$ cat config.mk
export PLATFORM = sky130hd
export DESIGN_NAME = mp_add_seq_flat
export DESIGN_NICKNAME = d
export VERILOG_FILES = /design/src/rtl/mp_add_pkg.sv /design/src/rtl/mp_add_seq_if.sv /design/src/rtl/mp_add_seq.sv /design/src/flat_wrapper.sv
export SDC_FILE = /design/constraint.sdc
export NUM_CORES = 1
export LEC_CHECK = 0
export CAP_MARGIN = 10
export CORE_ASPECT_RATIO = 1.75
export CORE_MARGIN = 3
export CORE_UTILIZATION = 51
export CTS_BUF_LIST = sky130_fd_sc_hd__clkbuf_4 sky130_fd_sc_hd__clkbuf_8 sky130_fd_sc_hd__clkbuf_16
export CTS_CLUSTER_DIAMETER = 50
export DETAILED_ROUTE_END_ITERATION = 16
export GPL_TIMING_DRIVEN = 0
export HOLD_SLACK_MARGIN = 0.02
export PLACE_DENSITY = 0.93
export SETUP_SLACK_MARGIN = 0.3
export SKIP_LAST_GASP = 1
export SLEW_MARGIN = 40
export SYNTH_ARGS = -nofsm -noshare
export SYNTH_HDL_FRONTEND = slang
export SYNTH_SLANG_ARGS = --single-unit
$ cat constraint.sdc
create_clock -name clk -period 6.4 [get_ports clk]
set_clock_uncertainty 0.15 [all_clocks]
set_input_delay 1.28 -clock clk [delete_from_list [all_inputs] [get_ports clk]]
set_output_delay 1.28 -clock clk [all_outputs]
set_load 0.005 [all_outputs]
$ cat src/rtl/mp_add_pkg.sv
// Shared types and constants for the multi-precision sequential adder.
package mp_add_pkg;
  localparam int LIMB_W = 8;

  typedef enum logic [1:0] {
    IDLE = 2'd0,
    RUN  = 2'd1,
    DONE = 2'd2
  } state_t;
endpackage

$ cat src/rtl/mp_add_seq_if.sv
// Operand/result handshake bundle between the sequential adder and its neighbours.
interface mp_add_seq_if
  import mp_add_pkg::*;
#(
  parameter int NBYTES = 4
);
  localparam int W = LIMB_W * NBYTES;

  logic         in_valid;
  logic         in_ready;
  logic [W-1:0] a;
  logic [W-1:0] b;
  logic         cin;
  logic         out_valid;
  logic         out_ready;
  logic [W-1:0] sum;
  logic         cout;
  logic         ovf;

  modport master (
    output in_valid, a, b, cin, out_ready,
    input  in_ready, out_valid, sum, cout, ovf
  );

  modport slave (
    input  in_valid, a, b, cin, out_ready,
    output in_ready, out_valid, sum, cout, ovf
  );
endinterface

$ cat src/rtl/mp_add_seq.sv
// Sequential W-bit adder: walks one byte limb per cycle through an external
// 8-bit ripple-carry adder, LSB first, and presents the registered result.
module mp_add_seq
  import mp_add_pkg::*;
#(
  parameter int NBYTES = 4
) (
  input  logic               clk,
  input  logic               rst_n,
  mp_add_seq_if.slave        bus,
  output logic [LIMB_W-1:0]  add_x,
  output logic [LIMB_W-1:0]  add_y,
  output logic               add_ci,
  input  logic [LIMB_W-1:0]  add_s,
  input  logic               add_co
);
  localparam int W     = LIMB_W * NBYTES;
  localparam int IDX_W = (NBYTES > 1) ? $clog2(NBYTES) : 1;
  localparam logic [IDX_W-1:0] LAST_IDX = IDX_W'(NBYTES - 1);

  state_t           state_q, state_d;
  logic [IDX_W-1:0] idx_q, idx_d;
  logic             carry_q, carry_d;
  logic [W-1:0]     op_a_q, op_a_d;
  logic [W-1:0]     op_b_q, op_b_d;
  logic [W-1:0]     sum_q, sum_d;
  logic             cout_q, cout_d;
  logic             ovf_q, ovf_d;
  logic             in_ready_q, in_ready_d;
  logic             out_valid_q, out_valid_d;

  always_comb begin
    state_d     = state_q;
    idx_d       = idx_q;
    carry_d     = carry_q;
    op_a_d      = op_a_q;
    op_b_d      = op_b_q;
    sum_d       = sum_q;
    cout_d      = cout_q;
    ovf_d       = ovf_q;
    in_ready_d  = in_ready_q;
    out_valid_d = out_valid_q;
    add_x       = '0;
    add_y       = '0;
    add_ci      = 1'b0;

    unique case (state_q)
      IDLE: begin
        if (bus.in_valid && in_ready_q) begin
          op_a_d     = bus.a;
          op_b_d     = bus.b;
          carry_d    = bus.cin;
          sum_d      = '0;
          idx_d      = '0;
          state_d    = RUN;
          in_ready_d = 1'b0;
        end
      end
      RUN: begin
        add_x   = op_a_q[LIMB_W*int'(idx_q) +: LIMB_W];
        add_y   = op_b_q[LIMB_W*int'(idx_q) +: LIMB_W];
        add_ci  = carry_q;
        sum_d[LIMB_W*int'(idx_q) +: LIMB_W] = add_s;
        carry_d = add_co;
        if (idx_q == LAST_IDX) begin
          // Signed overflow: like-signed operands yielding an opposite-signed MSB limb.
          cout_d      = add_co;
          ovf_d       = (op_a_q[W-1] == op_b_q[W-1]) && (add_s[LIMB_W-1] != op_a_q[W-1]);
          state_d     = DONE;
          out_valid_d = 1'b1;
        end else begin
          idx_d = idx_q + 1'b1;
        end
      end
      DONE: begin
        if (bus.out_ready) begin
          state_d     = IDLE;
          out_valid_d = 1'b0;
          in_ready_d  = 1'b1;
        end
      end
      default: begin
        state_d     = IDLE;
        in_ready_d  = 1'b1;
        out_valid_d = 1'b0;
      end
    endcase
  end

  always_ff @(posedge clk or negedge rst_n) begin
    if (!rst_n) begin
      state_q     <= IDLE;
      idx_q       <= '0;
      carry_q     <= 1'b0;
      op_a_q      <= '0;
      op_b_q      <= '0;
      sum_q       <= '0;
      cout_q      <= 1'b0;
      ovf_q       <= 1'b0;
      in_ready_q  <= 1'b1;
      out_valid_q <= 1'b0;
    end else begin
      state_q     <= state_d;
      idx_q       <= idx_d;
      carry_q     <= carry_d;
      op_a_q      <= op_a_d;
      op_b_q      <= op_b_d;
      sum_q       <= sum_d;
      cout_q      <= cout_d;
      ovf_q       <= ovf_d;
      in_ready_q  <= in_ready_d;
      out_valid_q <= out_valid_d;
    end
  end

  assign bus.in_ready  = in_ready_q;
  assign bus.out_valid = out_valid_q;
  assign bus.sum       = sum_q;
  assign bus.cout      = cout_q;
  assign bus.ovf       = ovf_q;
endmodule

$ cat src/flat_wrapper.sv
// flat-port wrapper written by rule: the top's interface ports become plain ports
module mp_add_seq_flat import mp_add_pkg::*;
#(
  parameter int NBYTES = 4
)
  (clk, rst_n, add_x, add_y, add_ci, add_s, add_co, bus_in_valid, bus_a, bus_b, bus_cin, bus_out_ready, bus_in_ready, bus_out_valid, bus_sum, bus_cout, bus_ovf);
  mp_add_seq_if #(.NBYTES(NBYTES)) bus_i ();
  input  logic clk;
  input  logic rst_n;
  output logic [LIMB_W-1:0] add_x;
  output logic [LIMB_W-1:0] add_y;
  output logic add_ci;
  input  logic [LIMB_W-1:0] add_s;
  input  logic add_co;
  input wire logic [$bits(bus_i.in_valid)-1:0] bus_in_valid;
  input wire logic [$bits(bus_i.a)-1:0] bus_a;
  input wire logic [$bits(bus_i.b)-1:0] bus_b;
  input wire logic [$bits(bus_i.cin)-1:0] bus_cin;
  input wire logic [$bits(bus_i.out_ready)-1:0] bus_out_ready;
  output wire logic [$bits(bus_i.in_ready)-1:0] bus_in_ready;
  output wire logic [$bits(bus_i.out_valid)-1:0] bus_out_valid;
  output wire logic [$bits(bus_i.sum)-1:0] bus_sum;
  output wire logic [$bits(bus_i.cout)-1:0] bus_cout;
  output wire logic [$bits(bus_i.ovf)-1:0] bus_ovf;
  assign bus_i.in_valid = bus_in_valid;
  assign bus_i.a = bus_a;
  assign bus_i.b = bus_b;
  assign bus_i.cin = bus_cin;
  assign bus_i.out_ready = bus_out_ready;
  assign bus_in_ready = bus_i.in_ready;
  assign bus_out_valid = bus_i.out_valid;
  assign bus_sum = bus_i.sum;
  assign bus_cout = bus_i.cout;
  assign bus_ovf = bus_i.ovf;
  mp_add_seq #(.NBYTES(NBYTES)) u_core (.clk(clk), .rst_n(rst_n), .bus(bus_i), .add_x(add_x), .add_y(add_y), .add_ci(add_ci), .add_s(add_s), .add_co(add_co));
endmodule
==> results of run 1 <==
-- through the flow --
step | setup WS (ns) | hold WS, ns
CTS | 2.59 | 0.354
finish | 2.60 | 0.350
global route | 2.55 | 0.366
detailed placement | 2.97 | 0.339
floorplan | 3.64 | 0.325
global placement | 0.233 | 0.334
-- state kept, by name, indices dropped and copies added (netlist names) --
register / count
u_core.bus.cout: 1
u_core.bus.out_valid: 1
u_core.state_q: 2
u_core.carry_q: 1
u_core.op_a_q: 32
u_core.idx_q: 2
u_core.bus.in_ready: 1
u_core.op_b_q: 32
u_core.bus.ovf: 1
u_core.bus.sum: 32
-- logic make-up (layout without fill, tap and decap cells) --
kind of cell / after synthesis / after routing / share of synthesized area, %
flip-flops: 105 / 105 / 57.2
adder cells (fa/ha/maj): 6 / 6 / 1.63
multiplexers: 83 / 83 / 24.3
AO/OA/AOI/OAI: 45 / 45 / 8.68
AND/OR/NAND/NOR: 38 / 38 / 5.42
buffers and inverters: 20 / 167 / 2.83
-- report_power, final --
| part | internal [mW] | leakage (nW) | total (mW) | switching, mW |
|---|---|---|---|---|
| combinational | 0.595 | 1.27 | 0.921 | 0.326 |
| clock | 0.332 | 0.156 | 0.561 | 0.229 |
| sequential | 0.948 | 1.37 | 1.11 | 0.164 |
| total | 1.87 | 2.79 | 2.59 | 0.719 |
-- placed cells by master (no fill, tap or decap), types with 3 or more instances in the layout --
master	netlist	final
a22o_1	30	30
and2_1	18	18
buf_4	8	8
buf_6	3	3
clkbuf_16	0	9
clkdlybuf4s50_1	0	129
dfrtp_1	104	104
ha_1	6	6
inv_1	4	4
mux2_2	67	67
mux4_2	16	16
nand2_1	7	7
nor2_1	4	4
o21ai_0	3	3
-- cells in the mapped netlist --
cell type	count	share of area [%]
dfrtp_1	104	57
mux2_2	67	16
a22o_1	30	5.7
and2_1	18	2.4
mux4_2	16	7.8
buf_4	8	1.3
nand2_1	7	0.57
ha_1	6	1.6
inv_1	4	0.33
nor2_1	4	0.33
buf_6	3	0.73
o21ai_0	3	0.33
a21oi_1	2	0.22
a21oi_4	2	0.71
buf_2	2	0.22
clkbuf_1	2	0.16
a21oi_2	1	0.19
a22oi_1	1	0.16
a31oi_4	1	0.46
a32o_1	1	0.22
and2b_2	1	0.19
and4bb_1	1	0.27
buf_1	1	0.082
dfstp_2	1	0.57
nand2b_1	1	0.14
nand2b_4	1	0.30
nand4b_1	1	0.19
nor3b_1	1	0.16
nor4_2	1	0.27
nor4b_2	1	0.33
nor4bb_1	1	0.22
o22a_1	1	0.19
o22ai_1	1	0.14
o2bb2ai_1	1	0.19
o31ai_1	1	0.16
-- metal layers --
layer  global-route usage (%)  routed length, µm
met3                     4.66                559
met4                     10.4                373
met1                     26.9               4020
met2                     43.8               6560
met5                        0                  0
-- worst paths after layout --
| path | start | to | cells past startpoint |
|---|---|---|---|
| hold reg to reg | u_core.op_b_q[30] | u_core.op_b_q[30] | 1 |
| min in group asynchronous | rst_n | u_core.op_b_q[3] | 1 |
| max in group asynchronous | rst_n | u_core.bus.in_ready | 2 |
| setup reg to reg | u_core.idx_q[1] | u_core.bus.sum[27] | 8 |
| hold / removal | u_core.op_b_q[30] | u_core.op_b_q[30] | 1 |
| setup / recovery | u_core.idx_q[1] | add_x[6] | 5 |
-- area by class of cell --
cell class	instances	share of cell area [%]
Clock inverter	3	0.627
Clock buffer	13	4.19
Tap cell	117	2.29
Multi-Input combinational cell	172	28.8
Sequential cell	105	41.2
Buffer	16	1.80
Timing Repair Buffer	131	20.9
Inverter	4	0.235
==> results_dict.tcl, run 1 <==
set metrics [dict create \
    finalMaxSlewViolations 0 \
    slowest_delay_ns 0.47 \
    grt_usage_pct 24.1 \
    via_per_inst 5.63 \
    antenna_found_initial 0 \
    arrival_ns 2.37 \
    portBuffers 130 \
    tns_ns 0 \
    rsz0062_at_grt "false" \
    worstPathCellList "buf_2 > buf_2 > mux4_2 > and2_1 > clkdlybuf4s50_1" \
    cts_tree "built" \
    clk_latency_ns 0.34 \
    grt_pass1_wl_mm 18.6 \
    cts_root_buf "clkbuf_16" \
    drc_errors 0 \
    antenna_cells 0 \
    dpl_cell_area_mm2 0.00608 \
    hp-class "reg2reg" \
    post_cts_buffers 0 \
    clockBufferDepth 2 \
    cp_common_cell "buf_2" \
    grt_overflow 0 \
    synth_cell_type_count 35 \
    timing.final.crit_share_pct 59.3 \
    area_growth_pct 38.9 \
    die_w_um 77.8 \
    synthCells 297 \
    antenna_left 0 \
    syn_area_mm2 0.00460 \
    crit_buf_inv 3 \
    wire_per_inst_um 20.5 \
    path_class "reg2out" \
    multi_input_area_mm2 0.00184 \
    crit_path_end_kind "primary output" \
    clkTransAtPathRegs_ns 0.06 \
    fin_crit_ns 3.80 \
    ctsHoldBuffers 0 \
    post_cts_resized 0 \
    dr.pass1.iters 4 \
    final_area_mm2 0.00638 \
    dr.first_iter.drc_count 246 \
    postLayoutCoreUtil_pct 73.2 \
    crit_required_ns 4.97 \
    ios 131 \
    fin_cells 561 \
    drive_gt1_share_pct 27.7 \
    static-leakage-power_nw 2.79 \
    synth_seq_area_share_pct 57.2 \
    ys_warn_count 0 \
    fmax_mhz 263 \
    hold_violations 0 \
    drt-total-wl_mm 11.5 \
    row_count 45 \
    final.fill_count 581 \
    synth_area_per_cell_um2 15.5 \
    die_area_mm2 0.0102 \
    cts_made_buffers 9 \
    power_mw 2.59 \
    ys_ff_latch 105 \
    powerDensity_mw_per_mm2 406 \
    r2r_slack_ns 3.58 \
    setup_viol 0 \
    dieHeight_um 132 \
    grt_pass1_vias 3408 \
    core_region_area_mm2 0.00873 \
    place_congestion 0.825 \
    max_cap_viol_count 0 \
    outcome "completed" \
    crit_slowest_cell "clkdlybuf4s50_1" \
    dr_total_vias 3159 \
    seq_area_mm2 0.00263 \
    cpLargestDelayFamily "buffers and inverters" \
    path_max_fanout 10 \
    grt_max_degree 79 \
    cts_sinks 105 \
    dp.cells 545 \
    start_util_pct 52.7 \
    tightest_slew_ns 0.742 \
    peakVddDrop_uv 258 \
    start_kind "flip-flop" \
    syn_nets 381 \
    slew_headroom_pct 50.1 \
    cts_max_level 3 \
    final_nets 523 \
    hpwl_mm 8.70 \
]
Power figures use the tool's default switching activity.
==> run 2: changes to the inputs <==
- CORE_UTILIZATION: 51 -> 48
- PLACE_DENSITY: 0.93 -> 0.88
- clock period: 6.4 -> 3.73 ns (I/O delays scaled with it)
==> run 2 against run 1 <==
Net effect: register-to-register slack lost 2.7 ns; flip-flop and latch count unchanged; clock-buffer cell count decreased by 2; via count decreased by 0.70%; global-route usage shrank 1.1 points; first-iteration DRC count fell by 37%; sequential share of layout area is essentially flat; critical path type unchanged; critical endpoint is now add_x[0]; largest cell class unchanged; highest routed layer unchanged.
==> results_dict.tcl, run 2 (same netlist as run 1, synthesis figures left out) <==
set metrics [dict create \
    outcome "completed" \
    die_w_um 80.0 \
    rsz0062_at_grt "false" \
    final_nets 523 \
    core_region_area_mm2 0.00921 \
    peakVddDrop_uv 366 \
    ctsHoldBuffers 0 \
    slowest_delay_ns 0.45 \
    crit_slowest_cell "clkdlybuf4s50_1" \
    static-leakage-power_nw 2.78 \
    arrival_ns 2.33 \
    grt_usage_pct 23.1 \
    crit_path_end_kind "primary output" \
    die_area_mm2 0.0108 \
    drive_gt1_share_pct 27.7 \
    powerDensity_mw_per_mm2 693 \
    drc_errors 0 \
    path_max_fanout 10 \
    grt_max_degree 79 \
    hold_violations 0 \
    dr_total_vias 3137 \
    grt_pass1_vias 3571 \
    drt-total-wl_mm 11.5 \
    grt_pass1_wl_mm 18.5 \
    clockBufferDepth 2 \
    setup_viol 0 \
    mostFrequentLayoutCells "clkdlybuf4s50_1, dfrtp_1, mux2_2, a22o_1, and2_1" \
    r2r_slack_ns 0.92 \
    final.fill_count 655 \
    hp-class "in2async" \
    cts_sinks 105 \
    worstPathCellList "buf_2 > buf_2 > mux4_2 > and2_1 > clkdlybuf4s50_1" \
    postLayoutCoreUtil_pct 69.3 \
    dr.first_iter.drc_count 154 \
    clkTransAtPathRegs_ns 0.07 \
    dieHeight_um 135 \
    portBuffers 130 \
    dpl_cell_area_mm2 0.00608 \
    final_common_cell "clkdlybuf4s50_1" \
    cts_tree "built" \
    post_cts_resized 0 \
    cts_max_level 3 \
    r2r_start "u_core.idx_q[1]" \
    antenna_left 0 \
    timing.final.crit_share_pct 86.4 \
    start_util_pct 49.9 \
    wire_per_inst_um 20.4 \
    cts_made_buffers 9 \
    cpLargestDelayFamily "buffers and inverters" \
    slew_headroom_pct 45.9 \
    cp_common_cell "buf_2" \
    crit_required_ns 2.83 \
    post_cts_buffers 0 \
    tightest_slew_ns 0.809 \
    worst_r2r_endpoint "u_core.bus.sum[27]" \
    area_growth_pct 38.9 \
    worst_hold_slack_ns 0.0934 \
    antenna_found_initial 0 \
    via_per_inst 5.56 \
    fmax_mhz 310 \
    dr.pass1.iters 4 \
    ios 131 \
    power_mw 4.42 \
    start_kind "flip-flop" \
    cts_root_buf "clkbuf_16" \
    place_congestion 0.754 \
    final_area_mm2 0.00638 \
    clk_latency_ns 0.34 \
    grt_overflow 0 \
    finalMaxSlewViolations 0 \
    row_count 46 \
    path_class "reg2out" \
    fin_crit_ns 3.22 \
    ff2ff_path_depth 8 \
    antenna_cells 0 \
    crit_buf_inv 3 \
    max_cap_viol_count 0 \
    hpwl_mm 8.62 \
]
-- run 2: changes by cell type in the layout (fill, tap and decap cells not counted), sizes merged --
cell      change
clkinvlp      +1
clkbuf        -2
clkinv        +1
-- run 2: worst max-delay path by stage --
stage	endpoint	cells past startpoint	start	slack (ns)
floorplan	u_core.bus.sum[24]	8	u_core.idx_q[1]	1.50
global placement	u_core.op_a_q[20]	1	rst_n	-1.96
detailed placement	add_y[4]	4	u_core.state_q[1]	0.85
CTS	add_y[4]	4	u_core.state_q[1]	0.47
global route	add_x[0]	4	u_core.state_q[1]	0.36
finish	add_x[0]	5	u_core.idx_q[1]	0.51
-- run 2: final cells by class --
type	instances	area, µm²	share of cell area (%)
timing repair buffer	131	1330	20.9
multi-input combinational	172	1840	28.8
clock inverter	5	56.3	0.882
tap	120	150	2.35
inverter	4	15.0	0.235
sequential	105	2630	41.2
clock buffer	11	246	3.86
buffer	16	115	1.80
-- run 2: layer usage --
metal  global-route usage [%]  up-vias  wire, µm  share of wire (%)
met2                     43.6      109      6810                 59
met1                     24.4     1627      3920                 34
li1                         -     1384         -                  -
met4                     9.59        0       246                2.1
met5                        0        -         0                  0
met3                     4.13       17       556                4.8
-- run 2: per-stage QoR --
stage / worst slack [ns] / instances / TNS (ns)
after floorplan: 1.50 / 297 / 0
final: 0.508 / 564 / 0
after CTS: 0.468 / 564 / 0
after global placement: -1.96 / 547 / -203.11
after global routing: 0.357 / 564 / 0
after detailed placement: 0.849 / 548 / 0
-- run 2: worst reg2reg max path, cell delays in order (launching register included) --
cell and delay (ns):
dfrtp_1 0.40, buf_2 0.27, buf_2 0.34, inv_1 0.15, ha_1 0.39, nor4bb_1 0.39, and2_1 0.19, clkbuf_1 0.28
a22o_1 0.19
-- run 2: power by group --
group	leakage, nW	total [mW]	switching, mW	internal [mW]
Clock	0.149	0.948	0.403	0.545
Combinational	1.27	1.57	0.553	1.02
Sequential	1.37	1.90	0.276	1.63
==> run 3: changes to the inputs <==
- CORE_UTILIZATION: 48 -> 43
- PLACE_DENSITY: 0.88 -> 0.84
- clock period: 3.73 -> 2.7 ns (I/O delays scaled with it)
==> run 3 against run 2 <==
Net effect: wire length rose by 4.0%; die area is 11% higher; critical endpoint unchanged; largest cell class unchanged; power rose by 53%.
==> results_dict.tcl, run 3 (same netlist as run 1, synthesis figures left out) <==
set metrics [dict create \
    cp_common_cell "buf_6" \
    portBuffers 130 \
    clkTransAtPathRegs_ns 0.06 \
    start_kind "flip-flop" \
    final.fill_count 749 \
    path_class "reg2out" \
    worstPathCellList "clkbuf_16 > buf_6 > mux4_2 > and2_4 > buf_6" \
    cts_made_buffers 9 \
    area_growth_pct 47.3 \
    ios 131 \
    antenna_left 0 \
    drive_gt1_share_pct 38.6 \
    ff2ff_path_depth 9 \
    dpl_cell_area_mm2 0.00609 \
    cts_tree "built" \
    antenna_found_initial 0 \
    grt_pass1_vias 3504 \
    die_w_um 84.2 \
    mostFrequentLayoutCells "clkdlybuf4s50_1, dfrtp_1, mux2_2, a22o_1, buf_6" \
    final_nets 540 \
    setup_viol 0 \
    crit_path_end_kind "primary output" \
    slew_headroom_pct 66.9 \
    core_region_area_mm2 0.0104 \
    crit_slowest_cell "dfrtp_2" \
    wire_per_inst_um 20.4 \
    tns_ns 0 \
    finalMaxSlewViolations 0 \
    via_per_inst 5.43 \
    die_area_mm2 0.0120 \
    grt_max_degree 67 \
    hpwl_mm 8.52 \
    grt_usage_pct 20.9 \
    dr.first_iter.drc_count 129 \
    dp.cells 555 \
    slowest_delay_ns 0.50 \
    dr.pass1.iters 4 \
    postLayoutCoreUtil_pct 65.3 \
    power_mw 6.76 \
    dr_total_vias 3190 \
    clockBufferDepth 2 \
    holdPathStages 1 \
    grt_pass1_wl_mm 19.0 \
    drt-total-wl_mm 12.0 \
    place_congestion 0.835 \
    hp-class "reg2reg" \
    cts_max_level 3 \
    cts_root_buf "clkbuf_16" \
    timing.final.crit_share_pct 94.9 \
    final_common_cell "clkdlybuf4s50_1" \
    hold_violations 0 \
    rsz0062_at_grt "true" \
    clk_latency_ns 0.34 \
    max_cap_viol_count 0 \
    powerDensity_mw_per_mm2 998 \
    path_max_fanout 7 \
    static-leakage-power_nw 3.00 \
    final_area_mm2 0.00677 \
    grt_overflow 0 \
    fin_crit_ns 2.56 \
    antenna_cells 0 \
    row_count 49 \
    outcome "completed" \
    drc_errors 0 \
    fin_cells 588 \
    arrival_ns 1.87 \
    start_util_pct 44.4 \
    peakVddDrop_uv 535 \
    crit_required_ns 2.01 \
    cts_sinks 105 \
    tightest_slew_ns 0.494 \
    dieHeight_um 143 \
    fmax_mhz 390 \
]
[run 3: cell types whose count changed in the layout (fill, tap and decap cells not counted), moves of 2 or more]
cell,before,now
buf_6,3,24
clkdlybuf4s50_1,129,112
and2_1,18,4
and2_4,0,14
buf_12,0,5
buf_4,8,13
clkbuf_1,2,0
clkbuf_4,1,3
clkinv_2,2,0
ha_1,6,4
[run 3: path summary, 6_finish.rpt]
path	startpoint	end	slack, ns
min	u_core.bus.sum[14]	u_core.bus.sum[14]	0.35
min reg2reg	u_core.bus.sum[14]	u_core.bus.sum[14]	0.35
max	u_core.idx_q[0]	add_x[0]	0.14
max in group asynchronous	rst_n	u_core.bus.in_ready	1.21
max reg2reg	u_core.idx_q[0]	u_core.bus.sum[28]	0.37
min in group asynchronous	rst_n	u_core.bus.sum[28]	0.51
[run 3: layer usage]
layer / track usage (%) / up-vias / share of wire [%]
met5: 0 / - / 0
met3: 4.33 / 20 / 4.7
met2: 37.3 / 118 / 56
met4: 9.24 / 0 / 2.6
li1: - / 1424 / -
met1: 24.2 / 1628 / 37
[run 3: cell type report]
type,count,area (µm²),share of cell area [%]
sequential,105,2630,38.8
multi-input combinational,172,1920,28.3
timing repair buffer,148,1550,22.9
clock buffer,12,260,3.84
buffer,16,168,2.48
tap,127,159,2.35
clock inverter,4,75.1,1.11
inverter,4,15.0,0.222
[run 3: through the flow]
step           hold WS [ns]  setup slack (ns)
2_1_floorplan        0.0944             0.467
3_3_place_gp          0.335             -2.79
3_5_place_dp          0.292           -0.0488
4_1_cts               0.349             0.103
5_1_grt               0.364            0.0742
6_report              0.349             0.138
[run 3: where the power goes]
group          total (mW)  internal [mW]  leakage [nW]  switching [mW]
combinational        2.69           1.78          1.47           0.907
clock                1.44          0.874         0.158           0.564
sequential           2.63           2.25          1.36           0.384
[run 3: repair_timing]
item / 4_1_cts / 5_1_grt
setup endpoints to repair: 47 / 46
hold endpoints to repair: 39 / 0
pin swaps: 16 / 1
gates resized for setup: 114 / 16
hold buffers: 1 / 0
setup buffers: 15 / 0
cloned: 1 / 0
[run 3: critical path, delay by kind of cell (launching register included)]
family	cells	cell delay, ns
buffers and inverters	3	0.41
flip-flops	1	0.50
multiplexers	1	0.48
AND/OR/NAND/NOR	1	0.15
